==> src/rtl/pipelined_csel_addsub.sv <==
// -----------------------------------------------------------------------------
// pipelined_csel_addsub
//
// Pipelined carry-select adder/subtractor with a valid/ready handshake and
// ALU flags. The WIDTH-bit datapath is cut into BLOCK-bit slices. Each slice
// precomputes its sum for carry-in 0 and carry-in 1, so the carry only passes
// through one select mux per slice. The slices are grouped into STAGES equal
// pipeline stages separated by registers.
//
// Add/subtract mode is resolved at the input: B is inverted and the carry-in
// forced to 1 for subtraction. Later stages only see plain operands plus a
// carry, so different modes can be interleaved freely.
//
// Ports
//   i_clk_1            clock, rising edge
//   i_rst_1            asynchronous reset, active-high; empties the pipeline
//   i_valid_1          input operation valid
//   o_ready_1          input accepted this cycle when high
//   i_adderOperand1_W  operand A
//   i_adderOperand2_W  operand B
//   i_sub_1            1: A-B, 0: A+B+i_cIn_1
//   i_cIn_1            carry-in, add mode only
//   o_valid_1          result valid
//   i_ready_1          downstream accepts the result
//   o_adderSum_W       sum/difference modulo 2^WIDTH
//   o_cOut_1           carry-out (sub mode: 1 = no borrow)
//   o_overflow_1       signed overflow
//   o_zero_1           result is zero
// -----------------------------------------------------------------------------
module pipelined_csel_addsub #(
   parameter int WIDTH  = 32,
   parameter int BLOCK  = 4,
   parameter int STAGES = 2
) (
   input  logic             i_clk_1,
   input  logic             i_rst_1,
   input  logic             i_valid_1,
   output logic             o_ready_1,
   input  logic [WIDTH-1:0] i_adderOperand1_W,
   input  logic [WIDTH-1:0] i_adderOperand2_W,
   input  logic             i_sub_1,
   input  logic             i_cIn_1,
   output logic             o_valid_1,
   input  logic             i_ready_1,
   output logic [WIDTH-1:0] o_adderSum_W,
   output logic             o_cOut_1,
   output logic             o_overflow_1,
   output logic             o_zero_1
);

   localparam int N   = WIDTH / BLOCK;   // number of slices
   localparam int SPS = N / STAGES;      // slices per stage
   localparam int SW  = SPS * BLOCK;     // bits per stage

   // One carry-select slice: both candidate results are formed from the
   // operands alone; the incoming carry only drives the final select.
   function automatic logic [BLOCK:0] csel_slice(input logic [BLOCK-1:0] a,
                                                 input logic [BLOCK-1:0] b,
                                                 input logic             cin);
      logic [BLOCK:0] r0;
      logic [BLOCK:0] r1;
      r0 = {1'b0, a} + {1'b0, b};
      r1 = {1'b0, a} + {1'b0, b} + {{BLOCK{1'b0}}, 1'b1};
      return cin ? r1 : r0;
   endfunction

   // Output register bank
   logic             vld_out_q;
   logic [WIDTH-1:0] sum_out_q;
   logic             cout_q;
   logic             ovf_q;
   logic             zero_q;

   // A single global enable: every stage advances together or holds together,
   // so bubbles stay in place and nothing can be overwritten while stalled.
   logic en;
   assign en        = !vld_out_q || i_ready_1;
   assign o_ready_1 = en;

   genvar s;
   for (s = 0; s < STAGES; s++) begin : g_stage
      localparam int LO = s * SW;
      localparam int HI = LO + SW;

      logic [WIDTH-1:LO] a_in;      // operand bits not yet added
      logic [WIDTH-1:LO] b_in;      // already inverted for subtraction
      logic              c_in;
      logic              v_in;
      logic [HI-1:LO]    sum_d;     // bits produced by this stage
      logic              c_d;       // carry out of this stage
      logic [HI-1:0]     low_d;     // all completed sum bits so far

      // ---- stage input: from the ports or from the previous stage register
      if (s == 0) begin : g_first
         assign a_in  = i_adderOperand1_W;
         assign b_in  = i_sub_1 ? ~i_adderOperand2_W : i_adderOperand2_W;
         assign c_in  = i_sub_1 | i_cIn_1;
         assign v_in  = i_valid_1;
         assign low_d = sum_d;
      end else begin : g_next
         assign a_in  = g_stage[s-1].g_reg.a_q;
         assign b_in  = g_stage[s-1].g_reg.b_q;
         assign c_in  = g_stage[s-1].g_reg.c_q;
         assign v_in  = g_stage[s-1].g_reg.vld_q;
         assign low_d = {sum_d, g_stage[s-1].g_reg.sum_q};
      end

      // Carry ripples through the slice select muxes only.
      always_comb begin : p_slices
         logic           c;
         logic [BLOCK:0] r;
         c     = c_in;
         r     = '0;
         sum_d = '0;
         for (int k = 0; k < SPS; k++) begin
            r = csel_slice(a_in[LO + k*BLOCK +: BLOCK],
                           b_in[LO + k*BLOCK +: BLOCK], c);
            sum_d[LO + k*BLOCK +: BLOCK] = r[BLOCK-1:0];
            c = r[BLOCK];
         end
         c_d = c;
      end

      if (s < STAGES - 1) begin : g_reg
         // ---- stage boundary: completed low sum, stage carry, remaining operands
         logic [HI-1:0]    sum_q;
         logic [WIDTH-1:HI] a_q;
         logic [WIDTH-1:HI] b_q;
         logic             c_q;
         logic             vld_q;

         always_ff @(posedge i_clk_1 or posedge i_rst_1) begin
            if (i_rst_1) begin
               sum_q <= '0;
               a_q   <= '0;
               b_q   <= '0;
               c_q   <= 1'b0;
               vld_q <= 1'b0;
            end else if (en) begin
               sum_q <= low_d;
               a_q   <= a_in[WIDTH-1:HI];
               b_q   <= b_in[WIDTH-1:HI];
               c_q   <= c_d;
               vld_q <= v_in;
            end
         end
      end else begin : g_out
         // ---- final boundary: full result and flags
         // The carry into the MSB is recovered from the MSB sum bit and its
         // operand bits, which avoids tapping the slice-internal carry chain.
         logic msb_cin;
         assign msb_cin = a_in[WIDTH-1] ^ b_in[WIDTH-1] ^ low_d[WIDTH-1];

         always_ff @(posedge i_clk_1 or posedge i_rst_1) begin
            if (i_rst_1) begin
               sum_out_q <= '0;
               cout_q    <= 1'b0;
               ovf_q     <= 1'b0;
               zero_q    <= 1'b0;
               vld_out_q <= 1'b0;
            end else if (en) begin
               sum_out_q <= low_d;
               cout_q    <= c_d;
               ovf_q     <= msb_cin ^ c_d;
               zero_q    <= (low_d == '0);
               vld_out_q <= v_in;
            end
         end
      end
   end

   assign o_valid_1    = vld_out_q;
   assign o_adderSum_W = sum_out_q;
   assign o_cOut_1     = cout_q;
   assign o_overflow_1 = ovf_q;
   assign o_zero_1     = zero_q;

endmodule

==> config.mk <==
export PLATFORM = sky130hd
export DESIGN_NAME = pipelined_csel_addsub
export DESIGN_NICKNAME = d
export VERILOG_FILES = /design/src/rtl/pipelined_csel_addsub.sv
export SDC_FILE = /design/constraint.sdc
export NUM_CORES = 1
export LEC_CHECK = 0
export ABC_CLOCK_PERIOD_IN_PS = 4300
export CAP_MARGIN = 20
export CORE_MARGIN = 2
export CORE_UTILIZATION = 53
export CTS_CLUSTER_DIAMETER = 60
export DETAILED_ROUTE_END_ITERATION = 7
export PLACE_DENSITY = 0.81
export SYNTH_ARGS = -nofsm -noshare
export SYNTH_HDL_FRONTEND = slang
export SYNTH_SLANG_ARGS = --single-unit
==> constraint.sdc <==
create_clock -name i_clk_1 -period 4.3 [get_ports i_clk_1]
set_input_delay 0.86 -clock i_clk_1 [delete_from_list [all_inputs] [get_ports i_clk_1]]
set_output_delay 0.86 -clock i_clk_1 [all_outputs]
set_load 0.05 [all_outputs]
== Word-level counts from Yosys, hierarchy flattened ==
Index checks and enable logic that the tools add are counted.

* Bits in registers: 86
* Output and inout bits: 37
* Word-level logic and storage cells: 43

* Multiplexer cells: 9
* Bitwise gates (word level): 5
* Add/subtract/negate cells: 16
* Reductions and logical operators: 3

{| class="wikitable"
|+ Operators by type and width
! kind !! number
|-
| $add 4x4->5 || 8
|-
| $add 5x1->5 const B || 8
|-
| $mux 5 || 8
|-
| $logic_not 32->1 || 1
|-
| $mux 32 || 1
|-
| $not 32->32 || 1
|-
| $xor 1x1->1 || 3
|-
| $logic_not 1->1 || 1
|-
| $logic_or 1x1->1 || 1
|-
| $or 1x1->1 || 1
|}

== Longest topological paths before layout ==
Gate-level depths: netlist of the first run.

* Depth after elaboration: 8
* Depth in mapped cells: 16
* Depth with buffers taken out: 14

== Worst setup path before layout of the first run ==
OpenSTA, ideal clock, no wires.

* Path kind: input to register
* Start point: input port i_sub_1
* End point: register g_stage[0].g_reg.sum_q[13]
* Setup time: 0.164 ns
* Arrival time: 4.231 ns
* Data required time: 4.136 ns
* Stages: 16
* Slack: -0.095 ns
* Cell sequence: buf_2 > buf_1 > xor2_1 > ha_1 > inv_1 > fa_1 > inv_1 > ha_1 > o21ai_0 > nor2_1 > and3_1 > or3_1 > mux2i_1 > xnor2_1 > mux2i_1 > a21oi_1

* Cells in the longest elaborated chain, start to end: 7
* Elaborated cells between the ends (all ways): 14
* Classes of those cells: 8 x add/sub; 5 x mux; 1 x bitwise

{| class="wikitable"
|+ RTL lines
! item !! RTL line !! source
|-
| from (decl) || 41 || <nowiki>input logic i_sub_1,</nowiki>
|-
| $mux 32 || 96 || <nowiki>assign b_in = i_sub_1 ? ~i_adderOperand2_W : i_adderOperand2_W;</nowiki>
|-
| $add 4x4->5 || 62, 63 ||
|-
| $add 5x1->5 || 63 || <nowiki>r1 = {1'b0, a} + {1'b0, b} + {{BLOCK{1'b0}}, 1'b1};</nowiki>
|-
| $mux 5 (3 in a row) || 64 || <nowiki>return cin ? r1 : r0;</nowiki>
|-
| $mux 5 (*) || 64 ||
|-
| to (signal assigned) || 140 || <nowiki>sum_q <= low_d;</nowiki>
|-
| to (decl) || 126 || <nowiki>logic [HI-1:0] sum_q;</nowiki>
|}

Mark *: on every way between the ends. The rest lies on a longest branch, timed or not.
A chain may end at the register's enable or synchronous reset.

== Worst setup path in the final report of the first run ==
* Start point: input port i_adderOperand2_W[0]
* End point: register g_stage[0].g_reg.sum_q[13]

* Cells in the longest elaborated chain, start to end: 8

{| class="wikitable"
|+ RTL lines
! item !! RTL line !! source
|-
| from (decl) || 40 || <nowiki>input logic [WIDTH-1:0] i_adderOperand2_W,</nowiki>
|-
| $not 32->32 || 96 ||
|-
| $mux 32 (*) || 96 ||
|-
| $add 4x4->5 (*) || 62, 63 ||
|-
| $add 5x1->5 || 63 ||
|-
| $mux 5 (*) (4 in a row) || 64 ||
|}

Marks and branches as above.

==> out/qor.txt, run 1 <==
RSZ-0062 raised after global routing: no
drt via density: 5.25
CP peak stage delay: 0.51 ns
CTS max path bufs: 2
startpoint types: primary input
vias in the first global route: 4320
Starting Density: 0.550
IO Port Bufs: 106
Seq/Total Area, Yosys: 0.397
antenna viol nets, final: 0
number of synthesized flops with an enable pin: 0
CP startpoint: i_adderOperand2_W[0]
total power: 3.84 mW
Slew @ Worst Pin: 0.955 ns
CP arrival: 4.14 ns
CP Cell Sequence: clkdlybuf4s50_1 -> xor2_1 -> ha_1 -> inv_1 -> fa_1 -> inv_1 -> ha_1 -> o21ai_0 -> nor2_1 -> and3_1 -> or3_1 -> mux2i_1 -> xnor2_2 -> mux2i_1 -> a21oi_1
setup slack at placement: -0.165 ns
Worst EP required: 4.53 ns
critical-path maximum fanout: 8
outcome: finished clean
Tmin final: 3.91 ns
P_leak: 3.13 nW
Worst Slack Setup Final: 0.390 ns
maxcap violations: 0
GRT overflow: 0
Layout Skew: 0.0135 ns
die outline width: 105 um
Yosys reg bits: 86
GR Util All Layers: 0.230
RR Startpoint: g_stage[0].g_reg.a_q[16]
endpoints failing hold: 0
synthesized net count: 718
Clk Latency, worst-skew pair: 0.36 ns
layout cells sized above 1: 0.0553
max-slew violations: 0
Worst-path clk slew: 0.09 ns
first-pass GRT wire length: 20500 um
area of placed instances: 6620 sq um
Syn Area/Cell: 9.04 sq um
final net count: 819
Max-slew headroom: 0.363
wire per inst: 14.1 um
Pwr Density: 561 nW/um^2
CTS buffer count: 9
CTS tree: built
I/O Pins: 107
Final Non-Filler Cells: 838
Synth Flop Type: dfrtp_1
post-synthesis cell area: 5430 sq um
Rows: 36
DR iter-0 viols: 234
worst vdd ir: 0.318 mV
Max Fclk: 0.256 GHz
post-DP HPWL: 8880 um
total number of vias: 4401
antenna violations before repair: 0
synthesized instance count: 600
TritonRoute pass-1 iters: 5
Post-CTS Setup Inserts: 0
Placed Cells: 823
Hold Crit Start: o_adderSum_W[11]
die height: 105 um
Core ar.: 9860 sq um
Distinct cells, synth: 54
die footprint: 11100 sq um
# hold bufs at CTS: 0
Worst Hold Class: reg -> reg
antenna diode count: 0
drt total wl: 11900 um
final worst path period share: 0.909
DRC viols: 0
synth warn: 0
final number of setup-violating endpoints: 0
Crit-path slowest cell: fa_1
Design Area, Final: 6850 sq um
post_cts resized: 0
Critical Path Sink Type: register
Post-synth ARST share: 1.00
pin count of the biggest net entering global routing: 109
critical path class: in -> reg
Root Buffer: clkbuf_8
H-tree levels: 3
Area growth syn-to-layout: 26.2%
routability congestion estimate: 0.837
clock sink total: 86
-- layer usage --
| layer | routed length (um) | global-route usage | up-vias |
|---|---|---|---|
| met5 | 0 | 0 | - |
| met4 | 184 | 0.0667 | 0 |
| met3 | 670 | 0.0674 | 13 |
| met2 | 5590 | 0.358 | 101 |
| met1 | 5410 | 0.313 | 2077 |
| li1 | - | - | 2210 |
-- logic make-up after synthesis --
group	Yosys count	share of synthesized area
and+or+nand+nor	228	0.193
AOI/OAI and AO/OA	105	0.116
DFF	86	0.397
xor gates and xnor gates	76	0.127
buffers and inverters	52	0.0369
adders and majority gates	48	0.122
muxes	5	0.00922
-- path summary, 6_finish.rpt --
path / endpoint / slack (ns) / depth (start not counted)
hold reg to reg: o_adderSum_W[11] / 0.47 / 2
min in group asynchronous: g_stage[0].g_reg.a_q[16] / 0.84 / 2
hold / removal: o_adderSum_W[11] / 0.47 / 2
setup reg to reg: o_overflow_1 / 0.74 / 11
setup / recovery: g_stage[0].g_reg.sum_q[13] / 0.39 / 15
max in group asynchronous: g_stage[0].g_reg.sum_q[12] / 2.39 / 3
-- report_power, final --
| part | internal, mW | total (mW) | leakage (nW) | switching [mW] |
|---|---|---|---|---|
| registers | 1.05 | 1.22 | 1.02 | 0.166 |
| logic | 0.767 | 1.99 | 2.00 | 1.22 |
| clock network | 0.356 | 0.636 | 0.109 | 0.280 |
-- final cells by class --
cell class | count | area [sq um]
multi-input cells | 462 | 3090
clock inverters | 3 | 67.6
inverters | 28 | 106
flip-flops and latches | 86 | 2150
well taps | 133 | 166
clock buffers | 12 | 155
fillers | 777 | 3010
repair buffers | 114 | 1110
-- sequential cells by signal, indices dropped and copies added (netlist names) --
| name | flops |
|---|---|
| o_adderSum_W | 32 |
| g_stage.g_reg.a_q | 16 |
| g_stage.g_reg.b_q | 16 |
| g_stage.g_reg.sum_q | 16 |
| g_stage.g_reg.c_q | 1 |
| g_stage.g_reg.vld_q | 1 |
| o_cOut_1 | 1 |
| o_overflow_1 | 1 |
| o_valid_1 | 1 |
| o_zero_1 | 1 |
-- critical path, delay by kind of cell --
| family | cells | cell delay [ns] |
|---|---|---|
| xor+xnor | 2 | 0.52 |
| buf+inv | 3 | 0.58 |
| simple gates | 3 | 0.71 |
| fa+ha+maj | 3 | 0.88 |
| compound gates | 2 | 0.17 |
| mux | 2 | 0.42 |
-- Yosys cell counts, types with 7 or more instances --
master,count,area share
a21o_1,14,0.019
a21oi_1,28,0.026
clkbuf_1,18,0.012
dfrtp_1,86,0.40
fa_1,8,0.030
ha_1,40,0.092
inv_1,28,0.019
nand2_1,146,0.10
nand3_1,7,0.0065
nand4_1,7,0.0081
nor2_1,23,0.016
o21ai_0,42,0.039
xnor2_1,44,0.071
xor2_1,30,0.048
-- metrics by stage --
stage          TNS, ns  hold slack (ns)  utilization
6_report             0            0.471        0.694
5_1_grt              0            0.498        0.694
4_1_cts              0            0.476        0.694
3_5_place_dp    -0.670            0.457        0.671
3_3_place_gp   -0.0130            0.442        0.671
2_1_floorplan        0            0.430            -
-- placed cells by master (no fill, tap or decap), types with 2 or more instances in the layout --
cell type,count
o31a_1,2
nand4_1,7
a21oi_1,28
or3_1,4
nand2b_1,4
bufinv_16,2
a21o_1,14
nand2_1,146
xor2_1,30
o21ai_1,2
nor2b_1,4
nor2_2,3
a211oi_1,4
nor4_1,5
buf_4,9
a31oi_1,4
mux2i_1,5
and3_1,5
ha_1,40
clkdlybuf4s50_1,104
fa_1,8
o21ai_0,42
nor4b_1,2
xnor2_1,43
nand3_1,7
nor3_1,4
dfrtp_1,86
clkbuf_8,11
inv_1,26
nor2_1,23
(Power assumes the default switching activity.)
==> run 2, diff against run 1 <==
==> constraint.sdc (replaced) <==
create_clock -name i_clk_1 -period 4.3 [get_ports i_clk_1]
set_input_delay 1.075 -clock i_clk_1 [delete_from_list [all_inputs] [get_ports i_clk_1]]
set_output_delay 1.075 -clock i_clk_1 [all_outputs]
set_load 0.005 [all_outputs]
==> run 2 against run 1 <==
- non-clock buffer count increased by 3
- final area increased by 1.1%
- via count increased by 0.66%
- largest power group unchanged
- final cell count increased by 0.48%
- wire length increased by 0.22%
- combinational power decreased by 26%
- die area unchanged
- sequential power about the same
- hold slack got worse by 0.0062 ns
- critical path type unchanged
- sequential share of layout area decreased by 0.33 points
- clock skew decreased by 0.0027 ns
- largest cell class unchanged
==> out/qor.txt, run 2 (synthesis gave the netlist of run 1 again) <==
CP arrival: 4.26 ns (+0.12 ns)
# hold bufs at CTS: 0 (unchanged)
Slew @ Worst Pin: 0.982 ns (+0.0263 ns)
Pwr Density: 491 nW/um^2 (-12%)
post-DP HPWL: 8810 um (-0.75%)
Worst-path clk slew: 0.09 ns (about the same)
P_leak: 3.16 nW (+1.0%)
wire per inst: 14.1 um (-0.26%)
GRT overflow: 0 (unchanged)
final worst path period share: 0.940 (+0.0306)
Max Fclk: 0.247 GHz (-3.3%)
Clk Latency, worst-skew pair: 0.36 ns (about the same)
CTS buffer count: 9 (unchanged)
layout cells sized above 1: 0.0621 (+0.00674)
vias in the first global route: 4517 (+4.6%)
CTS tree: built
FILL cells: 742 (-4.5%)
Tmin final: 4.04 ns (+0.132 ns)
outcome: finished clean
critical-path maximum fanout: 8 (unchanged)
H-tree levels: 3 (unchanged)
Core ar.: 9860 sq um (unchanged)
drt total wl: 11900 um (+0.22%)
final number of setup-violating endpoints: 0 (unchanged)
Layout Skew: 0.0108 ns (-0.00270 ns)
TritonRoute pass-1 iters: 4 (-1)
DR iter-0 viols: 258 (+10%)
Largest register FFs: 32 (unchanged)
Root Buffer: clkbuf_8
max-slew violations: 0 (unchanged)
Design Area, Final: 6920 sq um (+1.1%)
total power: 3.40 mW (-12%)
maxcap violations: 0 (unchanged)
antenna viol nets, final: 0 (unchanged)
critical path class: in -> reg
DRC viols: 0 (unchanged)
routability congestion estimate: 0.837 (about the same)
startpoint types: primary input
hold-critical path depth: 2 (unchanged)
die footprint: 11100 sq um (unchanged)
total number of vias: 4430 (+0.66%)
final net count: 822 (+0.37%)
die height: 105 um (unchanged)
die outline width: 105 um (unchanged)
IO Port Bufs: 106 (unchanged)
CTS max path bufs: 2 (unchanged)
Max-slew headroom: 0.345 (-0.0176)
Worst Reg-to-Reg Cells: 11 (unchanged)
commonest non-fill, non-tap cell in the layout: nand2_1
Area growth syn-to-layout: 27.6%
I/O Pins: 107 (unchanged)
endpoints failing hold: 0 (unchanged)
first-pass GRT wire length: 20400 um (-0.44%)
Worst Hold Class: reg -> reg
antenna violations before repair: 0 (unchanged)
clock sink total: 86 (unchanged)
most frequent cells in the layout: nand2_1 (146), clkdlybuf4s50_1 (105), dfrtp_1 (86)
antenna diode count: 0 (unchanged)
worst vdd ir: 0.194 mV (-39%)
GR Util All Layers: 0.229 (-0.00116)
Worst EP required: 4.52 ns (about the same)
Rows: 36 (unchanged)
Starting Density: 0.550 (unchanged)
area of placed instances: 6650 sq um (+0.38%)
RSZ-0062 raised after global routing: no
pin count of the biggest net entering global routing: 109 (unchanged)
Critical Path Sink Type: register
drt via density: 5.26 (+0.18%)
==> run 2: cell count changes in the layout (fill, tap and decap cells not counted) <==
cell             delta
clkbuf_8            -2
clkinvlp_4          +1
clkbuf_1            -1
or3_4               +1
or3_1               -1
bufinv_16           +1
clkinv_4            +2
o21ai_1             +1
buf_4               +1
o21ai_0             -1
clkdlybuf4s50_1     +1
buf_16              +1
==> run 2: power breakdown <==
part,switching (mW),internal (mW),total [mW]
registers,0.173,1.05,1.23
logic,0.711,0.773,1.48
clock network,0.301,0.388,0.689
==> run 2: worst max-delay path, cell delays in order <==
cell             delay (ns)
clkdlybuf4s50_1        0.47
xor2_1                 0.15
ha_1                   0.18
inv_1                  0.06
fa_1                   0.50
inv_1                  0.05
ha_1                   0.18
o21ai_1                0.10
nor2_1                 0.08
and3_1                 0.19
or3_4                  0.39
mux2i_1                0.17
xnor2_2                0.38
mux2i_1                0.23
a21oi_1                0.07
==> run 2: final timing paths <==
| path | slack [ns] | endpoint | from |
|---|---|---|---|
| max in group asynchronous | 2.63 | g_stage[0].g_reg.sum_q[3] | i_rst_1 |
| min in group asynchronous | 0.91 | g_stage[0].g_reg.b_q[17] | i_rst_1 |
| worst min-delay path | 0.47 | g_stage[0].g_reg.vld_q | g_stage[0].g_reg.vld_q |
| worst max-delay path | 0.26 | g_stage[0].g_reg.sum_q[13] | i_adderOperand2_W[0] |
| worst max register to register | 0.75 | o_overflow_1 | g_stage[0].g_reg.a_q[16] |
| worst min register to register | 0.47 | g_stage[0].g_reg.vld_q | g_stage[0].g_reg.vld_q |
==> run 2: per-stage QoR <==
stage	setup TNS, ns	instances	hold slack [ns]	utilization	worst slack, ns
6_report	0	842	0.465	0.702	0.259
5_1_grt	0	842	0.492	0.702	0.0294
4_1_cts	0	841	0.466	0.699	0.234
3_5_place_dp	-0.789	825	0.447	0.674	-0.170
3_3_place_gp	-0.167	825	0.443	0.674	-0.0653
2_1_floorplan	0	600	0.430	-	0.0433
==> run 2: area by class of cell <==
class / count / area, sq um / area share
multi-input combinational: 462 / 3090 / 0.447
clock buffer: 9 / 124 / 0.0179
inverter: 28 / 106 / 0.0154
tap: 133 / 166 / 0.0240
timing repair buffer: 117 / 1160 / 0.167
clock inverter: 7 / 123 / 0.0177
sequential: 86 / 2150 / 0.311
==> run 2: what timing repair did <==
item,in CTS,in global routing
endpoints found under the setup margin,0,1
gates resized for setup,0,2
setup buffers,0,0
==> run 2: routing by layer <==
layer | track usage | share of wire | vias to the layer above | routed length, um
met4 | 0.0724 | 0.015 | 0 | 183
met5 | 0 | 0 | - | 0
met1 | 0.292 | 0.44 | 2096 | 5250
li1 | - | - | 2213 | -
met3 | 0.0599 | 0.055 | 17 | 658
met2 | 0.381 | 0.49 | 104 | 5790
==> run 3, diff against run 2 <==
--- a/config.mk
+++ b/config.mk
@@ -7,11 +7,11 @@
 export LEC_CHECK = 0
 export ABC_CLOCK_PERIOD_IN_PS = 4300
 export CAP_MARGIN = 20
-export CORE_MARGIN = 2
+export CORE_MARGIN = 5
 export CORE_UTILIZATION = 53
 export CTS_CLUSTER_DIAMETER = 60
 export DETAILED_ROUTE_END_ITERATION = 7
-export PLACE_DENSITY = 0.81
+export PLACE_DENSITY = 0.82
 export SYNTH_ARGS = -nofsm -noshare
 export SYNTH_HDL_FRONTEND = slang
 export SYNTH_SLANG_ARGS = --single-unit
==> run 3 against run 2 <==
- total power decreased by 2.9%
- wire length grew 5.2%
- sequential share of layout area grew 0.35 points
- setup slack got worse by 0.082 ns
- global-route usage decreased by 1.7 points
- critical endpoint is now g_stage[0].g_reg.sum_q[15]
==> out/qor.txt, run 3 (synthesis gave the netlist of run 1 again) <==
worst vdd ir: 0.216 mV (+11%)
Worst Hold Class: reg -> reg
RSZ-0062 raised after global routing: no
post-DP HPWL: 9330 um (+5.8%)
CTS max path bufs: 2 (unchanged)
drt via density: 5.25 (-0.15%)
Worst-path clk slew: 0.10 ns (about the same)
antenna viol nets, final: 0 (unchanged)
die footprint: 12400 sq um (+12%)
critical path class: in -> reg
GRT overflow: 0 (unchanged)
CP Cell Sequence: clkdlybuf4s50_1 -> xor2_1 -> ha_1 -> inv_1 -> fa_1 -> inv_1 -> ha_1 -> o21ai_0 -> nor2_1 -> and3_1 -> or3_1 -> mux2i_1 -> xnor2_2 -> or3_1 -> nand3_1
Core ar.: 10100 sq um (+2.8%)
Layout Skew: 0.0165 ns (+0.00575 ns)
# hold bufs at CTS: 0 (unchanged)
Post-CTS Setup Inserts: 0 (unchanged)
antenna violations before repair: 0 (unchanged)
post_cts resized: 0 (unchanged)
die outline width: 111 um (+5.7%)
CTS buffer count: 9 (unchanged)
Max Fclk: 0.243 GHz (-2.0%)
startpoint types: primary input
DR iter-0 viols: 257 (-0.39%)
Crit-path slowest cell: fa_1
vias in the first global route: 4646 (+2.9%)
first-pass GRT wire length: 21700 um (+6.6%)
CP peak stage delay: 0.50 ns (about the same)
max-slew violations: 0 (unchanged)
Tmin final: 4.12 ns (+0.0820 ns)
final net count: 821 (-0.12%)
Starting Density: 0.535 (-0.0149)
total power: 3.30 mW (-2.9%)
TritonRoute pass-1 iters: 4 (unchanged)
P_leak: 3.12 nW (-1.3%)
endpoints failing hold: 0 (unchanged)
antenna diode count: 0 (unchanged)
Worst R2R Setup Slack: 0.72 ns (-0.03 ns)
I/O Pins: 107 (unchanged)
Largest register FFs: 32 (unchanged)
critical-path maximum fanout: 8 (unchanged)
H-tree levels: 3 (unchanged)
commonest non-fill, non-tap cell in the layout: nand2_1
Multi-input gate area: 3090 sq um (-0.16%)
most frequent cells in the layout: nand2_1 (146), clkdlybuf4s50_1 (105), dfrtp_1 (86)
Area growth syn-to-layout: 26.2%
layout cells sized above 1: 0.0579 (-0.00415)
maxcap violations: 0 (unchanged)
Sequential Area: 2150 sq um (unchanged)
FILL cells: 812 (+9.4%)
final number of setup-violating endpoints: 0 (unchanged)
IO Port Bufs: 106 (unchanged)
routability congestion estimate: 0.890 (+6.3%)
Slew @ Worst Pin: 0.970 ns (-0.0115 ns)
clock sink total: 86 (unchanged)
Final Util: 0.675 (-0.0266)
outcome: finished clean
total number of vias: 4434 (+0.090%)
Worst EP required: 4.60 ns (+0.08 ns)
die height: 111 um (+5.7%)
drt total wl: 12500 um (+5.2%)
GR Util All Layers: 0.212 (-0.0173)
Critical Path Sink Type: register
Clk Latency, worst-skew pair: 0.36 ns (about the same)
wire per inst: 14.8 um (+5.0%)
DRC viols: 0 (unchanged)
CP arrival: 4.43 ns (+0.17 ns)
Max-slew headroom: 0.353 (+0.00769)
final worst path period share: 0.959 (+0.0191)
CTS tree: built
pin count of the biggest net entering global routing: 109 (unchanged)
Rows: 37 (+2.8%)
Pwr Density: 482 nW/um^2 (-1.8%)
Root Buffer: clkbuf_8
-- run 3: cell count changes in the layout (fill, tap and decap cells not counted), sizes merged --
cell / change
buf: -1
bufinv: -2
clkbuf: +1
clkinv: -2
clkinvlp: +1
inv: +2
-- run 3: worst paths after layout --
| path | to | cells past startpoint | startpoint |
|---|---|---|---|
| min | g_stage[0].g_reg.vld_q | 2 | g_stage[0].g_reg.vld_q |
| max in group asynchronous | o_adderSum_W[6] | 3 | i_rst_1 |
| max reg2reg | o_overflow_1 | 11 | g_stage[0].g_reg.a_q[16] |
| min in group asynchronous | o_adderSum_W[15] | 2 | i_rst_1 |
| min reg2reg | g_stage[0].g_reg.vld_q | 2 | g_stage[0].g_reg.vld_q |
| max | g_stage[0].g_reg.sum_q[15] | 15 | i_adderOperand2_W[0] |
-- run 3: metal layers --
metal  share of wire  GRT usage  vias to the layer above  wire length (um)
li1                -          -                     2211                 -
met1            0.44      0.269                     2085              5450
met2            0.50      0.364                      123              6200
met3           0.056     0.0513                       15               703
met4           0.012     0.0543                        0               148
met5               0          0                        -                 0
-- run 3: final cells by class --
type / count / area share
Clock inverter: 6 / 0.0102
Tap cell: 136 / 0.0249
Timing Repair Buffer: 116 / 0.165
Sequential cell: 86 / 0.314
Multi-Input combinational cell: 462 / 0.451
Inverter: 28 / 0.0155
Clock buffer: 10 / 0.0186
-- run 3: critical path, delay by kind of cell --
kind	cells	cell delay, ns
xor gates and xnor gates	2	0.34
muxes	1	0.26
adders and majority gates	3	0.88
AOI/OAI and AO/OA	1	0.10
buffers and inverters	3	0.57
and+or+nand+nor	5	1.21
-- run 3: through the flow --
step	setup slack (ns)	hold slack, ns	instances	TNS (ns)	area [sq um]
final	0.177	0.464	844	0	6850
after global routing	0.000732	0.502	844	0	6850
after CTS	0.173	0.469	844	0	6850
after detailed placement	-0.203	0.448	828	-0.865	6650
after global placement	-0.0623	0.443	828	-0.154	6650
after floorplan	0.0433	0.430	600	0	5440
-- run 3: power breakdown --
part / switching [mW] / total [mW] / internal, mW
Clock: 0.308 / 0.581 / 0.273
Sequential: 0.169 / 1.22 / 1.05
Combinational: 0.726 / 1.50 / 0.771
